--- config.mk ---
export PLATFORM = sky130hd
export DESIGN_NAME = param_countdown_timer
export DESIGN_NICKNAME = d
export VERILOG_FILES = /design/src/rtl/timer_pkg.sv /design/src/rtl/bcd_down_digit.sv /design/src/rtl/param_countdown_timer.sv
export SDC_FILE = /design/constraint.sdc
export NUM_CORES = 1
export LEC_CHECK = 0
export CAP_MARGIN = 20
export CORE_MARGIN = 8
export CORE_UTILIZATION = 52
export DETAILED_ROUTE_END_ITERATION = 10
export GPL_ROUTABILITY_DRIVEN = 1
export PLACE_DENSITY = 0.87
export SLEW_MARGIN = 0
export SYNTH_ARGS = -nofsm -noshare
export SYNTH_HDL_FRONTEND = slang
export SYNTH_HIERARCHICAL = 1
export SYNTH_SLANG_ARGS = --single-unit
--- constraint.sdc ---
create_clock -name clock -period 6 [get_ports clock]
set_clock_uncertainty 0.15 [all_clocks]
set_input_delay 1.2 -clock clock [delete_from_list [all_inputs] [get_ports clock]]
set_output_delay 1.2 -clock clock [all_outputs]
set_load 0.005 [all_outputs]
--- src/rtl/timer_pkg.sv ---
// Shared types and constants for the M:SS.cc countdown timer.
package timer_pkg;

    localparam int unsigned DigitW     = 4;
    localparam int unsigned ModDecimal = 10;
    localparam int unsigned ModSexa    = 6;

    localparam logic [DigitW-1:0] LimDigit   = 4'd9;
    localparam logic [DigitW-1:0] LimSecTens = 4'd5;

    typedef enum logic [1:0] {
        StIdle,
        StRunning,
        StPaused,
        StExpired
    } state_e;

    function automatic logic [DigitW-1:0] clamp_bcd(input logic [DigitW-1:0] v,
                                                    input logic [DigitW-1:0] lim);
        return (v > lim) ? lim : v;
    endfunction

endpackage

--- src/rtl/bcd_down_digit.sv ---
// One BCD down-counting digit; wraps 0 -> MODULUS-1 and raises borrow_out while doing so.
module bcd_down_digit
    import timer_pkg::*;
#(
    parameter int unsigned MODULUS = 10
) (
    input  logic              clock,
    input  logic              resetn,
    input  logic              load,
    input  logic [DigitW-1:0] load_val,
    input  logic              dec,
    output logic              borrow_out,
    output logic [DigitW-1:0] value
);

    localparam logic [DigitW-1:0] TopVal = DigitW'(MODULUS - 1);

    logic [DigitW-1:0] value_q, value_d;

    always_comb begin
        value_d = value_q;
        if (load) begin
            value_d = load_val;
        end else if (dec) begin
            value_d = (value_q == '0) ? TopVal : value_q - 4'd1;
        end
    end

    always_ff @(posedge clock or negedge resetn) begin
        if (!resetn) begin
            value_q <= '0;
        end else begin
            value_q <= value_d;
        end
    end

    assign value      = value_q;
    assign borrow_out = dec && (value_q == '0);

endmodule

--- src/rtl/param_countdown_timer.sv ---
// Loadable, pausable M:SS.cc countdown timer with centisecond ticks.
// Optional TIMER_AUTO_RELOAD_EN: reload the stored preset on expiry and keep running.
module param_countdown_timer
    import timer_pkg::*;
#(
    parameter int unsigned CLK_HZ      = 50000000,
    parameter int unsigned TICK_HZ     = 100,
    parameter int unsigned MAX_MINUTES = 9
) (
    input  logic        clock,
    input  logic        resetn,
    input  logic        load,
    input  logic        start,
    input  logic        pause,
    input  logic [19:0] preset,
    output logic [3:0]  digit4,
    output logic [3:0]  digit3,
    output logic [3:0]  digit2,
    output logic [3:0]  digit1,
    output logic [3:0]  digit0,
    output logic        running,
    output logic        expired,
    output logic        out_pulse
);

    localparam int unsigned DIV  = CLK_HZ / TICK_HZ;
    localparam int unsigned DivW = (DIV > 1) ? $clog2(DIV) : 1;
    localparam logic [DivW-1:0]   DivLast = DivW'(DIV - 1);
    localparam logic [DigitW-1:0] MaxMin  = DigitW'(MAX_MINUTES);

    state_e          state_q, state_d;
    logic [DivW-1:0] div_q, div_d;
    logic            pulse_q, pulse_d;

    logic [19:0] digits;
    logic [19:0] preset_clamped;
    logic [19:0] dig_val;
    logic [4:0]  dec;
    logic [4:0]  borrow;
    logic        dig_load;
    logic        tick;
    logic        expire;
    logic        unused_min_borrow;

    assign preset_clamped = {clamp_bcd(preset[19:16], MaxMin),
                             clamp_bcd(preset[15:12], LimSecTens),
                             clamp_bcd(preset[11:8],  LimDigit),
                             clamp_bcd(preset[7:4],   LimDigit),
                             clamp_bcd(preset[3:0],   LimDigit)};

    // A pause or load in the same cycle freezes the tick that would otherwise fire.
    assign tick   = (state_q == StRunning) && !load && !pause && (div_q == DivLast);
    assign expire = tick && (digits == 20'h00001);

`ifdef TIMER_AUTO_RELOAD_EN
    logic [19:0] preset_q;

    always_ff @(posedge clock or negedge resetn) begin
        if (!resetn) begin
            preset_q <= '0;
        end else if (load) begin
            preset_q <= preset_clamped;
        end
    end

    assign dig_load = load || expire;
    assign dig_val  = load ? preset_clamped : preset_q;
`else
    assign dig_load = load;
    assign dig_val  = preset_clamped;
`endif

    assign dec[0] = tick;
    assign dec[4:1] = borrow[3:0];
    assign unused_min_borrow = borrow[4];

    for (genvar i = 0; i < 5; i++) begin : g_digit
        bcd_down_digit #(
            .MODULUS((i == 3) ? ModSexa : ModDecimal)
        ) u_digit (
            .clock     (clock),
            .resetn    (resetn),
            .load      (dig_load),
            .load_val  (dig_val[4*i +: 4]),
            .dec       (dec[i]),
            .borrow_out(borrow[i]),
            .value     (digits[4*i +: 4])
        );
    end

    always_comb begin
        div_d = div_q;
        if (load) begin
            div_d = '0;
        end else if (state_q == StRunning && !pause) begin
            div_d = (div_q == DivLast) ? '0 : div_q + DivW'(1);
        end else if (state_q == StIdle) begin
            div_d = '0;
        end
    end

    always_comb begin
        state_d = state_q;
        pulse_d = expire;
        if (load) begin
            state_d = StIdle;
        end else begin
            unique case (state_q)
                StIdle:    if (start && (digits != '0)) state_d = StRunning;
                StRunning: begin
                    if (pause) begin
                        state_d = StPaused;
                    end else if (expire) begin
`ifdef TIMER_AUTO_RELOAD_EN
                        state_d = StRunning;
`else
                        state_d = StExpired;
`endif
                    end
                end
                StPaused:  if (start) state_d = StRunning;
                StExpired: state_d = StExpired;
                default:   state_d = StIdle;
            endcase
        end
    end

    always_ff @(posedge clock or negedge resetn) begin
        if (!resetn) begin
            state_q <= StIdle;
            div_q   <= '0;
            pulse_q <= 1'b0;
        end else begin
            state_q <= state_d;
            div_q   <= div_d;
            pulse_q <= pulse_d;
        end
    end

    assign {digit4, digit3, digit2, digit1, digit0} = digits;
    assign running   = (state_q == StRunning);
    assign expired   = (state_q == StExpired);
    assign out_pulse = pulse_q;

endmodule
## Yosys cells after proc, flatten, opt, wreduce, memory -nomap -nowiden

Cells that the tools add are included.

- Bits in registers: 42
- Logic and storage cells: 83

- Add/subtract/negate cells: 6
- Magnitude comparators: 5
- Equality and inequality tests: 8
- Mux-type cells: 30
- Reductions and logical operators: 26

Operators with widths:

| kind | number |
|---|---|
| $mux W4 | 20 |
| $mux W19 | 4 |
| $eq A20 B1 Y1 const B | 1 |
| $logic_not A4 Y1 | 5 |
| $reduce_bool A20 Y1 | 1 |
| $sub A4 B1 Y4 const B | 5 |
| $add A19 B1 Y19 const B | 1 |
| $eq A19 B19 Y1 const B | 1 |
| $gt A4 B4 Y1 const B | 4 |
| $logic_and A1 B1 Y1 | 10 |
| $mux W2 | 5 |
| $reduce_bool A2 Y1 | 5 |
| $pmux W2 S4 | 1 |
| $eq A2 B2 Y1 const B | 2 |
| $gt A4 B3 Y1 const B | 1 |
| $ne A4 B3 Y1 const B | 1 |
| $ne A3 B2 Y1 const B | 1 |
| $ne A3 B3 Y1 const B | 1 |
| $reduce_and A3 Y1 | 1 |
| $reduce_bool A3 Y1 | 1 |
| $eq A2 B1 Y1 const B | 1 |
| $logic_not A1 Y1 | 2 |
| $logic_not A2 Y1 | 1 |

## Logic depth before layout (Yosys ltp)

- Depth after elaboration: 10
- Depth in mapped cells: 15
- Gate-level depth less buffers: 15

## By module

The synthesis kept the hierarchy.

Modules (own cells, without submodules):

| module | times used | cells each | area each (um2) |
|---|---|---|---|
| param_countdown_timer | 1 | 163 | 1378.8 |
| bcd_down_digit at g_digit[0].u_digit ... | 4 | 22 | 231.5 |
| bcd_down_digit at g_digit[3].u_digit | 1 | 21 | 201.4 |

## Worst setup path after synthesis

OpenSTA, ideal clock, no wires.

- Path kind: input-to-reg
- Start point: in load
- End point: reg g_digit[4].u_digit.value_q[2]
- Setup time: 0.126 ns
- Data arrival time: 4.366 ns
- Path slack: 1.358 ns
- Cell stages on the path: 14
- Cell sequence: nor2_1 nand2_1 nor2_1 nor4b_4 nor2b_1 nor4b_4 nor2b_1 nor4b_4 nor2b_1 or4b_1 nor2_1 nor3b_2 mux2i_1 o21ai_0

- Word-level cells in the longest chain between the ends: 9

Ends and longest elaborated chain:

| element | line | RTL |
|---|---|---|
| start: declaration | param_countdown_timer.sv:12 | `input logic load,` |
| $logic_not A1 Y1 | param_countdown_timer.sv:52 | `assign tick = (state_q == StRunning) && !load && !pause && (div_q == DivLast);` |
| $logic_and A1 B1 Y1 (3 in series) | param_countdown_timer.sv:52 |  |
| via tick | param_countdown_timer.sv:41 | `logic tick;` |
| $logic_and A1 B1 Y1 | bcd_down_digit.sv:38 | `assign borrow_out = dec && (value_q == '0);` |
| via borrow[0] | param_countdown_timer.sv:39 | `logic [4:0] borrow;` |
| $logic_and A1 B1 Y1 | bcd_down_digit.sv:38 |  |
| via borrow[1] | param_countdown_timer.sv:39 |  |
| $logic_and A1 B1 Y1 | bcd_down_digit.sv:38 |  |
| via borrow[2] | param_countdown_timer.sv:39 |  |
| $logic_and A1 B1 Y1 | bcd_down_digit.sv:38 |  |
| via borrow[3] | param_countdown_timer.sv:39 |  |
| $reduce_bool A2 Y1 (no source line) | - |  |
| end signal: assignment | bcd_down_digit.sv:33 | `value_q <= value_d;` |
| end: declaration | bcd_down_digit.sv:18 | `logic [DigitW-1:0] value_q, value_d;` |

The timed path passes the listed nets, and every way through them passes these cells.
A chain may end at the register's enable or synchronous reset.

## Final worst setup path

Ends and elaborated chain as after synthesis.

==> results.toml <==
[detailed_routing]
num_vias = 2192
drt-total-wl_um = 5770
wire_per_inst_um = 15.5
first_pass_iters = 4
drc = 0
ant_nets = 0
viasPerCell = 5.89
drt_iter0_drc = 153

[timing]
fmax_mhz = 186
max_slew.worst_pin.slew_ns = 0.946
period_share_pct = 89.6
finalCriticalPeriod_ns = 5.38
drv_slew = 0
final.setup.tns_ns = 0
slew_headroom_pct = 36.1
finalHoldViolCount = 0
finalSetupViolCount = 0
rsz0062_at_grt = "false"

[clock_network]
clk_latency_ns = 0.30
postCtsHoldBufs = 0
clk_pin_slew_ns = 0.08
cts_sinks = 42
cts_root_buf = "clkbuf_8"
cts_tree = "done"
cts_made_buffers = 5
clock_path_buffers = 2
cts-resized-gates = 0
post_cts.repair.setup_buffers = 0
cts_max_level = 2

[global_routing]
busiest_layer = "met2"
grt_pass1_wl_um = 10200
grt.overflow.total = 0
grt_max_degree = 46
grt_util_all_layers_pct = 17.0
antenna_found_initial = 0
use_met2_pct = 28.1
grt_pass1_vias = 2223
use_met3_pct = 5.12
use_met1_pct = 20.6

[layout]
num_antenna_cells = 0
final_cell_mix = "46 x clkdlybuf4s50_1, 42 x dfrtp_1, 32 x nand2_1"
drive_gt1_share_pct = 7.23
final_common_cell = "clkdlybuf4s50_1"
syn2layout_area_growth_pct = 23.7
final_nets = 343

[logic_synthesis]
syn_inst = 271
synth_fp_nets = 297
synth_area_um2 = 2500
ys_warn_count = 6
synth.avg_cell_area_um2 = 9.22

[critical_path]
rrSetupSlack_ns = 0.90
critPathRequiredTime_ns = 6.02
critPathLaunch = "load"
cp-end-kind = "flop"
cp_max_fo = 7
rr_startpoint = "div_q[12]$_DFFE_PN0P_"
crit_arrival_ns = 5.40
critPathKind = "primary input to flop"
start_kind = "primary input"

[placement]
gp_congestion = 0.885
io_buffers = 47
hpwlAfterDp_um = 4250

[power]
leakagePower_nw = 1.19
powerDensity_nw_per_um2 = 198
total_power_w = 0.000611
max-vdd-ir-drop_mv = 0.102

[die]
ioPinCount = 48
die-area_um2 = 7280
die_x_um = 85.3
initial_core_util_pct = 53.3
dieHeight_um = 85.3
core_area_um2 = 4690
rows = 25

[worst_hold_path]
min_from = "div_q[4]$_DFFE_PN0P_"
hold_path_class = "flop to flop"

[job]
cap_violations = 0

[status]
status = "finished, final reports clean"
flip-flops by register name (all words and copies together) (netlist names):
register / count
g_digit.u_digit/value: 20
out_pulse: 1
div_q: 19
state_q: 2
report_power, final:
| part | switching (W) | leakage [nW] | internal [W] |
|---|---|---|---|
| registers | 0.0000269 | 0.547 | 0.000296 |
| clock network | 0.0000988 | 0.0482 | 0.0000929 |
| logic | 0.0000406 | 0.593 | 0.0000560 |
| total | 0.000166 | 1.19 | 0.000445 |
worst paths after layout:
| check | depth (start not counted) | to |
|---|---|---|
| worst max register to register | 15 | g_digit[4].u_digit/value[2]$_DFFE_PN0P_ |
| worst max-delay path | 15 | g_digit[4].u_digit/value[2]$_DFFE_PN0P_ |
| worst min register to register | 1 | div_q[4]$_DFFE_PN0P_ |
| max in group asynchronous | 1 | g_digit[2].u_digit/value[1]$_DFFE_PN0P_ |
| worst min-delay path | 1 | div_q[4]$_DFFE_PN0P_ |
| min in group asynchronous | 1 | div_q[12]$_DFFE_PN0P_ |
final cells by class:
type	count	area, µm²
Fill cell	357	1600
Multi-Input combinational cell	217	1400
Sequential cell	42	1050
Timing Repair Buffer	48	473
Clock buffer	7	86.3
Tap cell	54	67.6
Inverter	3	11.3
Clock inverter	1	5.00
layer usage:
metal | vias up | share of wire [%] | wire, µm
li1 | 1050 | - | -
met1 | 1079 | 45 | 2590
met2 | 56 | 49 | 2810
met3 | 7 | 5.2 | 300
met4 | 0 | 1.2 | 70
met5 | - | 0 | 0
through the flow:
step | utilization [%] | instance area, µm² | setup WS (ns) | cells | hold WS [ns]
floorplan | - | 2500 | 1.36 | 271 | 0.294
global placement | 63.9 | 3000 | 0.594 | 364 | 0.316
detailed placement | 63.9 | 3000 | 0.319 | 364 | 0.327
CTS | 65.9 | 3090 | 0.652 | 372 | 0.337
global route | 65.9 | 3090 | 0.169 | 372 | 0.371
finish | 65.9 | 3090 | 0.622 | 372 | 0.339
critical path, stage by stage:
cell and delay, ns:
clkdlybuf4s50_1 0.46, nor2_1 0.16, nand2_1 0.16, nor2_1 0.32, nor4b_4 0.29, nor2b_1 0.31, nor4b_4 0.28, nor2b_1 0.33
nor4b_4 0.29, nor2b_1 0.30, or4b_1 0.51, nor2_1 0.24, nor3b_2 0.27, mux2i_1 0.20, o21ai_0 0.08
Power figures use the tool's default switching activity.
